===== config.mk =====
export PLATFORM = sky130hd
export DESIGN_NAME = sequence_generator_flat
export DESIGN_NICKNAME = d
export VERILOG_FILES = /design/src/rtl/sequence_generator_if.sv /design/src/rtl/sequence_generator.sv /design/src/flat_wrapper.sv
export SDC_FILE = /design/constraint.sdc
export NUM_CORES = 1
export LEC_CHECK = 0
export CAP_MARGIN = 10
export CORE_MARGIN = 2
export CORE_UTILIZATION = 58
export DETAILED_ROUTE_END_ITERATION = 8
export PLACE_DENSITY = 0.86
export SLEW_MARGIN = 20
export SYNTH_ARGS = -nofsm -noshare
export SYNTH_HDL_FRONTEND = slang
export SYNTH_SLANG_ARGS = --single-unit

===== constraint.sdc =====
create_clock -name clk -period 7.1 [get_ports clk]
set_clock_uncertainty 0.15 [all_clocks]
set_input_delay 1.42 -clock clk [delete_from_list [all_inputs] [get_ports clk]]
set_output_delay 1.42 -clock clk [all_outputs]
set_load 0.01 [all_outputs]

===== src/rtl/sequence_generator_if.sv =====
// rtl/sequence_generator_if.sv - handshake/bus bundle for the code sequence generator
//
// Purpose: groups the request, configuration and result signals of
// sequence_generator so the generator and its user connect through one port.
// Ports (signals):
//   start      requester -> generator  asynchronous generation request (rising edge)
//   count      requester -> generator  number of slots to fill
//   no_repeat  requester -> generator  reject a code equal to the previous slot
//   abort      requester -> generator  synchronous abort back to idle
//   seed_load  requester -> generator  load seed into the LFSR
//   seed       requester -> generator  seed value
//   codes      generator -> requester  packed slot codes, slot i at [i*CODE_W +: CODE_W]
//   busy       generator -> requester  generation in progress
//   valid      generator -> requester  finished sequence held
//   done       generator -> requester  one-cycle pulse when the sequence completes
interface sequence_generator_if #(
    parameter int NUM_SLOTS = 16,
    parameter int CODE_W    = 4,
    parameter int COUNT_W   = $clog2(NUM_SLOTS + 1),
    parameter int LFSR_W    = 16
);
    logic                        start;
    logic [COUNT_W-1:0]          count;
    logic                        no_repeat;
    logic                        abort;
    logic                        seed_load;
    logic [LFSR_W-1:0]           seed;
    logic [NUM_SLOTS*CODE_W-1:0] codes;
    logic                        busy;
    logic                        valid;
    logic                        done;

    modport master (
        output start, count, no_repeat, abort, seed_load, seed,
        input  codes, busy, valid, done
    );

    modport slave (
        input  start, count, no_repeat, abort, seed_load, seed,
        output codes, busy, valid, done
    );
endinterface


===== src/rtl/sequence_generator.sv =====
// rtl/sequence_generator.sv - seedable LFSR driven multi-slot code sequence generator
//
// Purpose: on a rising edge of the (asynchronous) start request, fills up to
// NUM_SLOTS code slots with pseudo-random codes, one per accepted cycle, then
// holds the sequence until restarted or aborted. All-ones marks an empty slot.
// Ports:
//   clk   clock
//   rst   asynchronous active-low reset
//   bus   sequence_generator_if.slave (start/count/no_repeat/abort/seed_load/seed
//         in; codes/busy/valid/done out)
module sequence_generator #(
    parameter int                NUM_SLOTS = 16,
    parameter int                CODE_W    = 4,
    parameter int                COUNT_W   = $clog2(NUM_SLOTS + 1),
    parameter int                LFSR_W    = 16,
    parameter logic [LFSR_W-1:0] SEED      = 16'hACE1
) (
    input  logic                 clk,
    input  logic                 rst,
    sequence_generator_if.slave  bus
);
    typedef enum logic [1:0] {
        IDLE = 2'd0,
        GEN  = 2'd1,
        HOLD = 2'd2
    } state_t;

    localparam logic [LFSR_W-1:0]  TAPS    = LFSR_W'(16'hB400);
    localparam logic [CODE_W-1:0]  EMPTY   = '1;
    localparam logic [COUNT_W-1:0] MAX_TGT = COUNT_W'(NUM_SLOTS);

    state_t                      state_q, state_d;
    logic                        start_meta, start_sync, start_prev, start_edge;
    logic [LFSR_W-1:0]           lfsr_q, lfsr_adv;
    logic [NUM_SLOTS*CODE_W-1:0] codes_q;
    logic [COUNT_W-1:0]          index_q, target_q, count_clamped;
    logic                        nr_q, done_q, done_d;
    logic                        accept, clear, latch, reject;
    logic [CODE_W-1:0]           candidate, prev_code;

    assign count_clamped = (bus.count > MAX_TGT) ? MAX_TGT : bus.count;
    assign candidate     = lfsr_q[CODE_W-1:0];
    assign lfsr_adv      = (lfsr_q >> 1) ^ (lfsr_q[0] ? TAPS : '0);

    // Code of the slot written just before index_q (only meaningful for index_q > 0).
    always_comb begin
        prev_code = EMPTY;
        for (int i = 1; i <= NUM_SLOTS; i++) begin
            if (int'(index_q) == i) begin
                prev_code = codes_q[(i-1)*CODE_W +: CODE_W];
            end
        end
    end

    assign reject = (candidate == EMPTY) ||
                    (nr_q && (index_q != '0) && (candidate == prev_code));

    always_ff @(posedge clk or negedge rst) begin
        if (!rst) begin
            state_q <= IDLE;
        end else begin
            state_q <= state_d;
        end
    end

    always_comb begin
        state_d = state_q;
        accept  = 1'b0;
        clear   = 1'b0;
        latch   = 1'b0;
        done_d  = 1'b0;
        if (bus.abort) begin
            // Abort wins over any start edge seen in the same cycle.
            state_d = IDLE;
            clear   = 1'b1;
        end else begin
            case (state_q)
                IDLE, HOLD: begin
                    if (start_edge) begin
                        latch = 1'b1;
                        clear = 1'b1;
                        if (count_clamped == '0) begin
                            state_d = HOLD;
                            done_d  = 1'b1;
                        end else begin
                            state_d = GEN;
                        end
                    end
                end
                GEN: begin
                    // start edges are deliberately ignored while generating.
                    if ((index_q < target_q) && !reject) begin
                        accept = 1'b1;
                        if (COUNT_W'(index_q + 1'b1) == target_q) begin
                            state_d = HOLD;
                            done_d  = 1'b1;
                        end
                    end
                end
                default: begin
                    state_d = IDLE;
                    clear   = 1'b1;
                end
            endcase
        end
    end

    always_ff @(posedge clk or negedge rst) begin
        if (!rst) begin
            start_meta <= 1'b0;
            start_sync <= 1'b0;
            start_prev <= 1'b0;
            start_edge <= 1'b0;
            lfsr_q     <= SEED;
            codes_q    <= '1;
            index_q    <= '0;
            target_q   <= '0;
            nr_q       <= 1'b0;
            done_q     <= 1'b0;
        end else begin
            // Two synchroniser flops, then a registered edge pulse: a start
            // rise sampled at edge k shows up as start_edge after edge k+2.
            start_meta <= bus.start;
            start_sync <= start_meta;
            start_prev <= start_sync;
            start_edge <= start_sync & ~start_prev;

            // Reseeding mid-generation would corrupt a sequence in flight.
            if (bus.seed_load && (state_q != GEN)) begin
                lfsr_q <= (bus.seed == '0) ? SEED : bus.seed;
            end else begin
                lfsr_q <= lfsr_adv;
            end

            if (latch) begin
                target_q <= count_clamped;
                nr_q     <= bus.no_repeat;
                index_q  <= '0;
            end else if (accept) begin
                index_q  <= index_q + 1'b1;
            end

            if (clear) begin
                codes_q <= '1;
            end else if (accept) begin
                for (int i = 0; i < NUM_SLOTS; i++) begin
                    if (int'(index_q) == i) begin
                        codes_q[i*CODE_W +: CODE_W] <= candidate;
                    end
                end
            end

            done_q <= done_d;
        end
    end

    assign bus.codes = codes_q;
    assign bus.busy  = (state_q == GEN);
    assign bus.valid = (state_q == HOLD);
    assign bus.done  = done_q;
endmodule

===== src/flat_wrapper.sv =====
// flat-port wrapper written by rule: the top's interface ports become plain ports
module sequence_generator_flat 
#(
    parameter int                NUM_SLOTS = 16,
    parameter int                CODE_W    = 4,
    parameter int                COUNT_W   = $clog2(NUM_SLOTS + 1),
    parameter int                LFSR_W    = 16,
    parameter logic [LFSR_W-1:0] SEED      = 16'hACE1
)
  (clk, rst, bus_start, bus_count, bus_no_repeat, bus_abort, bus_seed_load, bus_seed, bus_codes, bus_busy, bus_valid, bus_done);
  sequence_generator_if #(.NUM_SLOTS(NUM_SLOTS), .CODE_W(CODE_W), .COUNT_W(COUNT_W), .LFSR_W(LFSR_W)) bus_i ();
  input  logic clk;
  input  logic rst;
  input wire logic [$bits(bus_i.start)-1:0] bus_start;
  input wire logic [$bits(bus_i.count)-1:0] bus_count;
  input wire logic [$bits(bus_i.no_repeat)-1:0] bus_no_repeat;
  input wire logic [$bits(bus_i.abort)-1:0] bus_abort;
  input wire logic [$bits(bus_i.seed_load)-1:0] bus_seed_load;
  input wire logic [$bits(bus_i.seed)-1:0] bus_seed;
  output wire logic [$bits(bus_i.codes)-1:0] bus_codes;
  output wire logic [$bits(bus_i.busy)-1:0] bus_busy;
  output wire logic [$bits(bus_i.valid)-1:0] bus_valid;
  output wire logic [$bits(bus_i.done)-1:0] bus_done;
  assign bus_i.start = bus_start;
  assign bus_i.count = bus_count;
  assign bus_i.no_repeat = bus_no_repeat;
  assign bus_i.abort = bus_abort;
  assign bus_i.seed_load = bus_seed_load;
  assign bus_i.seed = bus_seed;
  assign bus_codes = bus_i.codes;
  assign bus_busy = bus_i.busy;
  assign bus_valid = bus_i.valid;
  assign bus_done = bus_i.done;
  sequence_generator #(.NUM_SLOTS(NUM_SLOTS), .CODE_W(CODE_W), .COUNT_W(COUNT_W), .LFSR_W(LFSR_W), .SEED(SEED)) u_core (.clk(clk), .rst(rst), .bus(bus_i));
endmodule

==> flow_summary.toml, run 1 <==
[floorplan]
die_area_mm2 = 0.0108
die_w_um = 104
initial_core_util = 0.596
core_mm2 = 0.00973
ios = 94
num_rows = 36
die_h_um = 104

[critical_path]
slowest_stage = "ha_1"
path_class = "reg2reg"
r2r_setup_slack_ns = 2.54
rr_worst_depth = 11
cp.required_ns = 7.25
cp_slowest_stage_delay_ns = 0.88
cp.depth = 11
r2r_start = "u_core.index_q[1]"
timing.rr.end = "u_core.bus.codes[10]"
path_max_fanout = 32
end_kind = "flip-flop"
worstPathCellList = "inv_1 > ha_1 > nor3b_2 > nand3b_1 > a22oi_1 > o21ai_0 > a211o_1 > o32ai_4 > o31a_4 > nand4_1 > mux2i_1"
startpoint = "u_core.index_q[1]"
worstPathArrival_ns = 4.70
crit_family = "compound AO/OA/AOI/OAI gates"
crit_buf_inv = 1
endpoint = "u_core.bus.codes[10]"
start_kind = "flip-flop"

[logic_synthesis]
ys_seq_area_frac = 0.438
synth_cells = 593
synth_edf_count = 0
synthFlopType = "dfstp_2"
synth_most_common_cell = "dfstp_2"
yosysTopAreaCell = "dfstp_2"
syn_area_per_cell_um2 = 9.78
yosys-top-cells-count = "dfstp_2 (72), nor2_1 (65), nand2_1 (55)"
netlist_area_mm2 = 0.00580
synth_seq_cells = 98
syn_nets = 630
yosysWarningCount = 0
ys_types = 73
async_flop_share = 1.00
netlist.area_leader.share = 0.326
yosys-top-cells-area = "dfstp_2 (33%), dfrtp_1 (11%), mux2i_1 (8.8%)"

[global_route]
grt_pass1_vias = 5041
grt_max_degree = 69
grt_pass1_wl_um = 26300
antenna_found_initial = 0
grt.total_usage = 0.303
grt_remaining_overflow = 0

[flow_run]
maxCapViolCount = 0

[timing]
drv_slew = 0
finalHoldViolCount = 0
setup_violations = 0
rsz0062_at_grt = "no"
clock.fmax_mhz = 219
maxSlewHeadroom = 0.214
finalSetupTns_ns = 0
tightest_slew_ns = 1.17
finalCritPeriodShare = 0.642
min_period_ns = 4.56

[clocking]
clk_pin_slew_worst_paths_ns = 0.09
cts-root-buf = "clkbuf_8"
cts_hold_buffers = 0
cts_made_buffers = 9
clk_latency_ns = 0.38
clock-sinks = 98
clockBufferDepth = 2
cts.htree.levels = 3
cts_tree = "done"
post_cts_resized = 0
cts_setup_buffers = 0

[power_and_ir_drop]
p_leak_nw = 3.01
ir_drop_v = 0.000170
power.density_mw_per_mm2 = 220

[detailed_routing]
vias = 5090
routed.top_layer = "met4"
wl_met3_um = 1140
avgViaCountPerCell = 6.40
wl_per_cell_um = 19.9
wirelength_met1_um = 6550
drtPass1Iterations = 5
met2_length_um = 7630
antenna_left = 0
finalWirelength_um = 15800
drt-initial-drc-count = 278
drc = 0

[place]
dpl.cell_count = 779
io_buffers = 93
place.gp.congestion = 0.936
dp_hpwl_um = 11000

[finish]
syn_to_final_growth_pct = 19.4
multi_input_area_mm2 = 0.00299
fill_cells = 732
final_cell_count_no_fill = 795
drive_above_1_share = 0.177
insertedDiodeCount = 0
final-seq-area_mm2 = 0.00254
layout.nets = 694

[min_path]
hp-class = "reg2reg"

[run_status]
status = "completed"
## where the power goes
group          internal (mW)  total [mW]  switching [mW]
registers              0.605       0.668          0.0630
logic                  0.184       0.491           0.307
clock network          0.174       0.366           0.192
total                  0.963        1.53           0.562
## cells in the final DEF (no fill, tap or decap), drive strengths merged, types with 7 or more instances in the layout
master         instances
ha                    10
a31oi                 13
mux2i                 51
a41oi                  7
inv                   21
dfrtp                 26
nor2b                 14
nand3                 13
clkbuf                12
a21oi                 12
nand2b                 8
clkdlybuf4s50         92
xnor2                  8
nand4bb                8
nor3                   8
nor2                  65
nand3b                10
o21ai                 44
dfstp                 72
nand2                 56
## sequential cells by signal, summed over array words and instances (netlist names)
register / cells
u_core.lfsr_q: 16
u_core.start_prev: 1
u_core.bus.done: 1
u_core.bus.codes: 64
u_core.target_q: 5
u_core.start_sync: 1
u_core.index_q: 5
u_core.nr_q: 1
u_core.start_meta: 1
u_core.start_edge: 1
u_core.state_q: 2
## layer usage
metal | up-vias | track usage
met5 | - | 0
met4 | 0 | 0.131
met3 | 51 | 0.0495
met2 | 256 | 0.486
met1 | 2508 | 0.407
li1 | 2275 | -
## area by class of cell
| cell class | instances | share of cell area |
|---|---|---|
| inverters | 20 | 0.0108 |
| clock inverters | 4 | 0.00759 |
| multi-input cells | 432 | 0.432 |
| repair buffers | 96 | 0.137 |
| clock buffers | 12 | 0.0210 |
| well taps | 133 | 0.0240 |
| flip-flops and latches | 98 | 0.367 |
## worst min path at each step
stage / start / to / slack, ns / depth (start not counted)
after detailed placement: u_core.start_meta / u_core.start_sync / 0.21 / 0
after CTS: u_core.start_meta / u_core.start_sync / 0.23 / 0
final: u_core.start_meta / u_core.start_sync / 0.23 / 0
after global placement: u_core.start_meta / u_core.start_sync / 0.19 / 0
after floorplan: u_core.start_meta / u_core.start_sync / 0.18 / 0
after global routing: u_core.start_meta / u_core.start_sync / 0.24 / 0
## kinds of logic after synthesis
kind of cell             after synthesis  share of synthesized area
AO/OA/AOI/OAI                        136                      0.169
XOR/XNOR                              11                     0.0166
adder cells (fa/ha/maj)               10                     0.0216
buffers and inverters                 63                     0.0477
flip-flops                            98                      0.438
multiplexers                          51                     0.0880
AND/OR/NAND/NOR                      224                      0.219
## through the flow
stage	cell area (um2)	power [mW]	util	setup WS, ns	hold WS [ns]
floorplan	5800	1.02	-	3.42	0.181
global placement	6720	1.13	0.690	2.83	0.194
detailed placement	6720	1.15	0.691	2.71	0.207
CTS	6920	1.52	0.711	2.67	0.230
global route	6920	1.60	0.711	2.32	0.245
finish	6920	1.53	0.711	2.54	0.226
(Power assumes the default switching activity.)
==> inputs of run 2 (changes only) <==
CORE_UTILIZATION = 54   (was 58)
PLACE_DENSITY = 0.81   (was 0.86)
clock period = 4.65 ns   (was 7.1 ns; I/O delays follow)
==> run 2 against run 1 <==
- global-route usage decreased by 1.8 points
- core utilization down 3.9 points
- combinational power increased by 60%
- non-clock buffer count increased by 8
- register-to-register slack got worse by 2.1 ns
- first-iteration DRC count up 51%
- setup slack got worse by 2.1 ns
- die area increased by 7.1%
==> flow_summary.toml, run 2 (synthesis results as in run 1) <==
[run_status]
status = "completed"

[floorplan]
initial_core_util = 0.559
die_area_mm2 = 0.0116
die_w_um = 108
core_mm2 = 0.0104
ios = 94
die_h_um = 108
num_rows = 37

[place]
io_buffers = 93
placed_cell_area_mm2 = 0.00678
dp_hpwl_um = 11500
place.gp.congestion = 1.00

[finish]
insertedDiodeCount = 0
syn_to_final_growth_pct = 20.2
largest_reg_flops = 64
layout_common_cells = "clkdlybuf4s50_1 (92), dfstp_2 (72), nor2_1 (65)"
drive_above_1_share = 0.184
fill_cells = 832
layout.nets = 702
final_common_cell = "clkdlybuf4s50_1"
fin_area_mm2 = 0.00697

[detailed_routing]
avgViaCountPerCell = 6.18
vias = 4983
drc = 0
wl_per_cell_um = 19.7
drt-initial-drc-count = 419
antenna_left = 0
finalWirelength_um = 15900
drtPass1Iterations = 7

[timing]
clock.fmax_mhz = 240
finalCritPeriodShare = 0.895
finalSetupTns_ns = 0
finalHoldViolCount = 0
rsz0062_at_grt = "no"
maxSlewHeadroom = 0.264
setup_violations = 0
tightest_slew_ns = 1.10
drv_slew = 0
min_period_ns = 4.16

[global_route]
grtUsageMet2 = 0.447
grt_pass1_vias = 4903
grt.total_usage = 0.284
grt_remaining_overflow = 0
antenna_found_initial = 0
grt_max_degree = 63
grt_pass1_wl_um = 25700
grtUsageMet1 = 0.399
grt_most_used_layer = "met2"
met3_usage = 0.0381

[clocking]
post_cts_resized = 0
cts_made_buffers = 9
cts-root-buf = "clkbuf_8"
clk_pin_slew_worst_paths_ns = 0.11
clockBufferDepth = 2
cts_tree = "done"
clk_latency_ns = 0.38
cts_setup_buffers = 0
clock-sinks = 98
cts_hold_buffers = 0
cts.htree.levels = 3

[critical_path]
end_kind = "flip-flop"
start_kind = "flip-flop"
worstPathArrival_ns = 4.30
cp.required_ns = 4.79
path_max_fanout = 32
path_class = "reg2reg"

[power_and_ir_drop]
p_seq_frac = 0.431
power.internal_mw = 1.45
power_switching_uw = 874
swShare = 0.376
p_leak_nw = 3.05
power.density_mw_per_mm2 = 333
ir_drop_v = 0.000217
combPwrFrac = 0.337
clock_power_share = 0.231

[min_path]
hp-class = "reg2reg"

[flow_run]
maxCapViolCount = 0
==> run 2: changes by cell type in the layout (fill, tap and decap cells not counted), sizes merged <==
cell      change
bufinv        -1
inv           +1
clkbuf        -1
clkinvlp      +2
buf           +8
clkinv        -1
==> run 2: final timing paths <==
check	from	to	slack [ns]	cells after the start
min	u_core.start_meta	u_core.start_sync	0.21	0
max reg2reg	u_core.index_q[0]	u_core.bus.codes[8]	0.49	11
max	u_core.index_q[0]	u_core.bus.codes[8]	0.49	11
min reg2reg	u_core.start_meta	u_core.start_sync	0.21	0
max in group asynchronous	rst	u_core.bus.codes[37]	2.93	2
min in group asynchronous	rst	u_core.start_meta	0.45	1
==> run 2: through the flow <==
stage                     hold slack, ns  setup WS, ns  total power, mW  std cells   util
after floorplan                    0.181         0.966             1.56        593      -
after global placement             0.184         0.779             1.76        790  0.654
after detailed placement           0.187         0.579             1.78        790  0.654
after CTS                          0.210         0.545             2.32        806  0.672
after global routing               0.220         0.206             2.45        806  0.672
final                              0.207         0.489             2.32        806  0.672
==> run 2: power by group through the flow <==
stage	sequential, mW	combinational [mW]	clock (mW)
global route	1.01	0.858	0.582
CTS	0.998	0.773	0.544
finish	1.00	0.784	0.537
detailed placement	1.01	0.770	0
floorplan	0.968	0.594	0
global placement	1.01	0.752	0
==> run 2: layout make-up <==
class                      instances  area, um2  area share
clock buffer                      11        153      0.0219
multi-input combinational        432       2980       0.428
sequential                        98       2540       0.365
tap                              136        170      0.0244
clock inverter                     5       35.0     0.00503
timing repair buffer             104       1010       0.145
inverter                          20       75.1      0.0108
==> run 2: metal layers <==
metal	vias to the layer above	share of wire	routed length [um]
li1	2287	-	-
met1	2427	0.44	6930
met2	233	0.47	7550
met3	36	0.063	1000
met4	0	0.027	425
met5	-	0	0
==> run 2: worst max-delay path, stage by stage, from the launching register on <==
cell and delay, ns:
dfrtp_1 0.44, inv_1 0.15, ha_1 0.75, nor3b_2 0.23, a32o_1 0.32, mux2i_1 0.12
o21ai_0 0.18, a211o_1 0.33, o32ai_4 0.31, o31a_4 0.44, nand4_1 0.34, mux2i_1 0.29
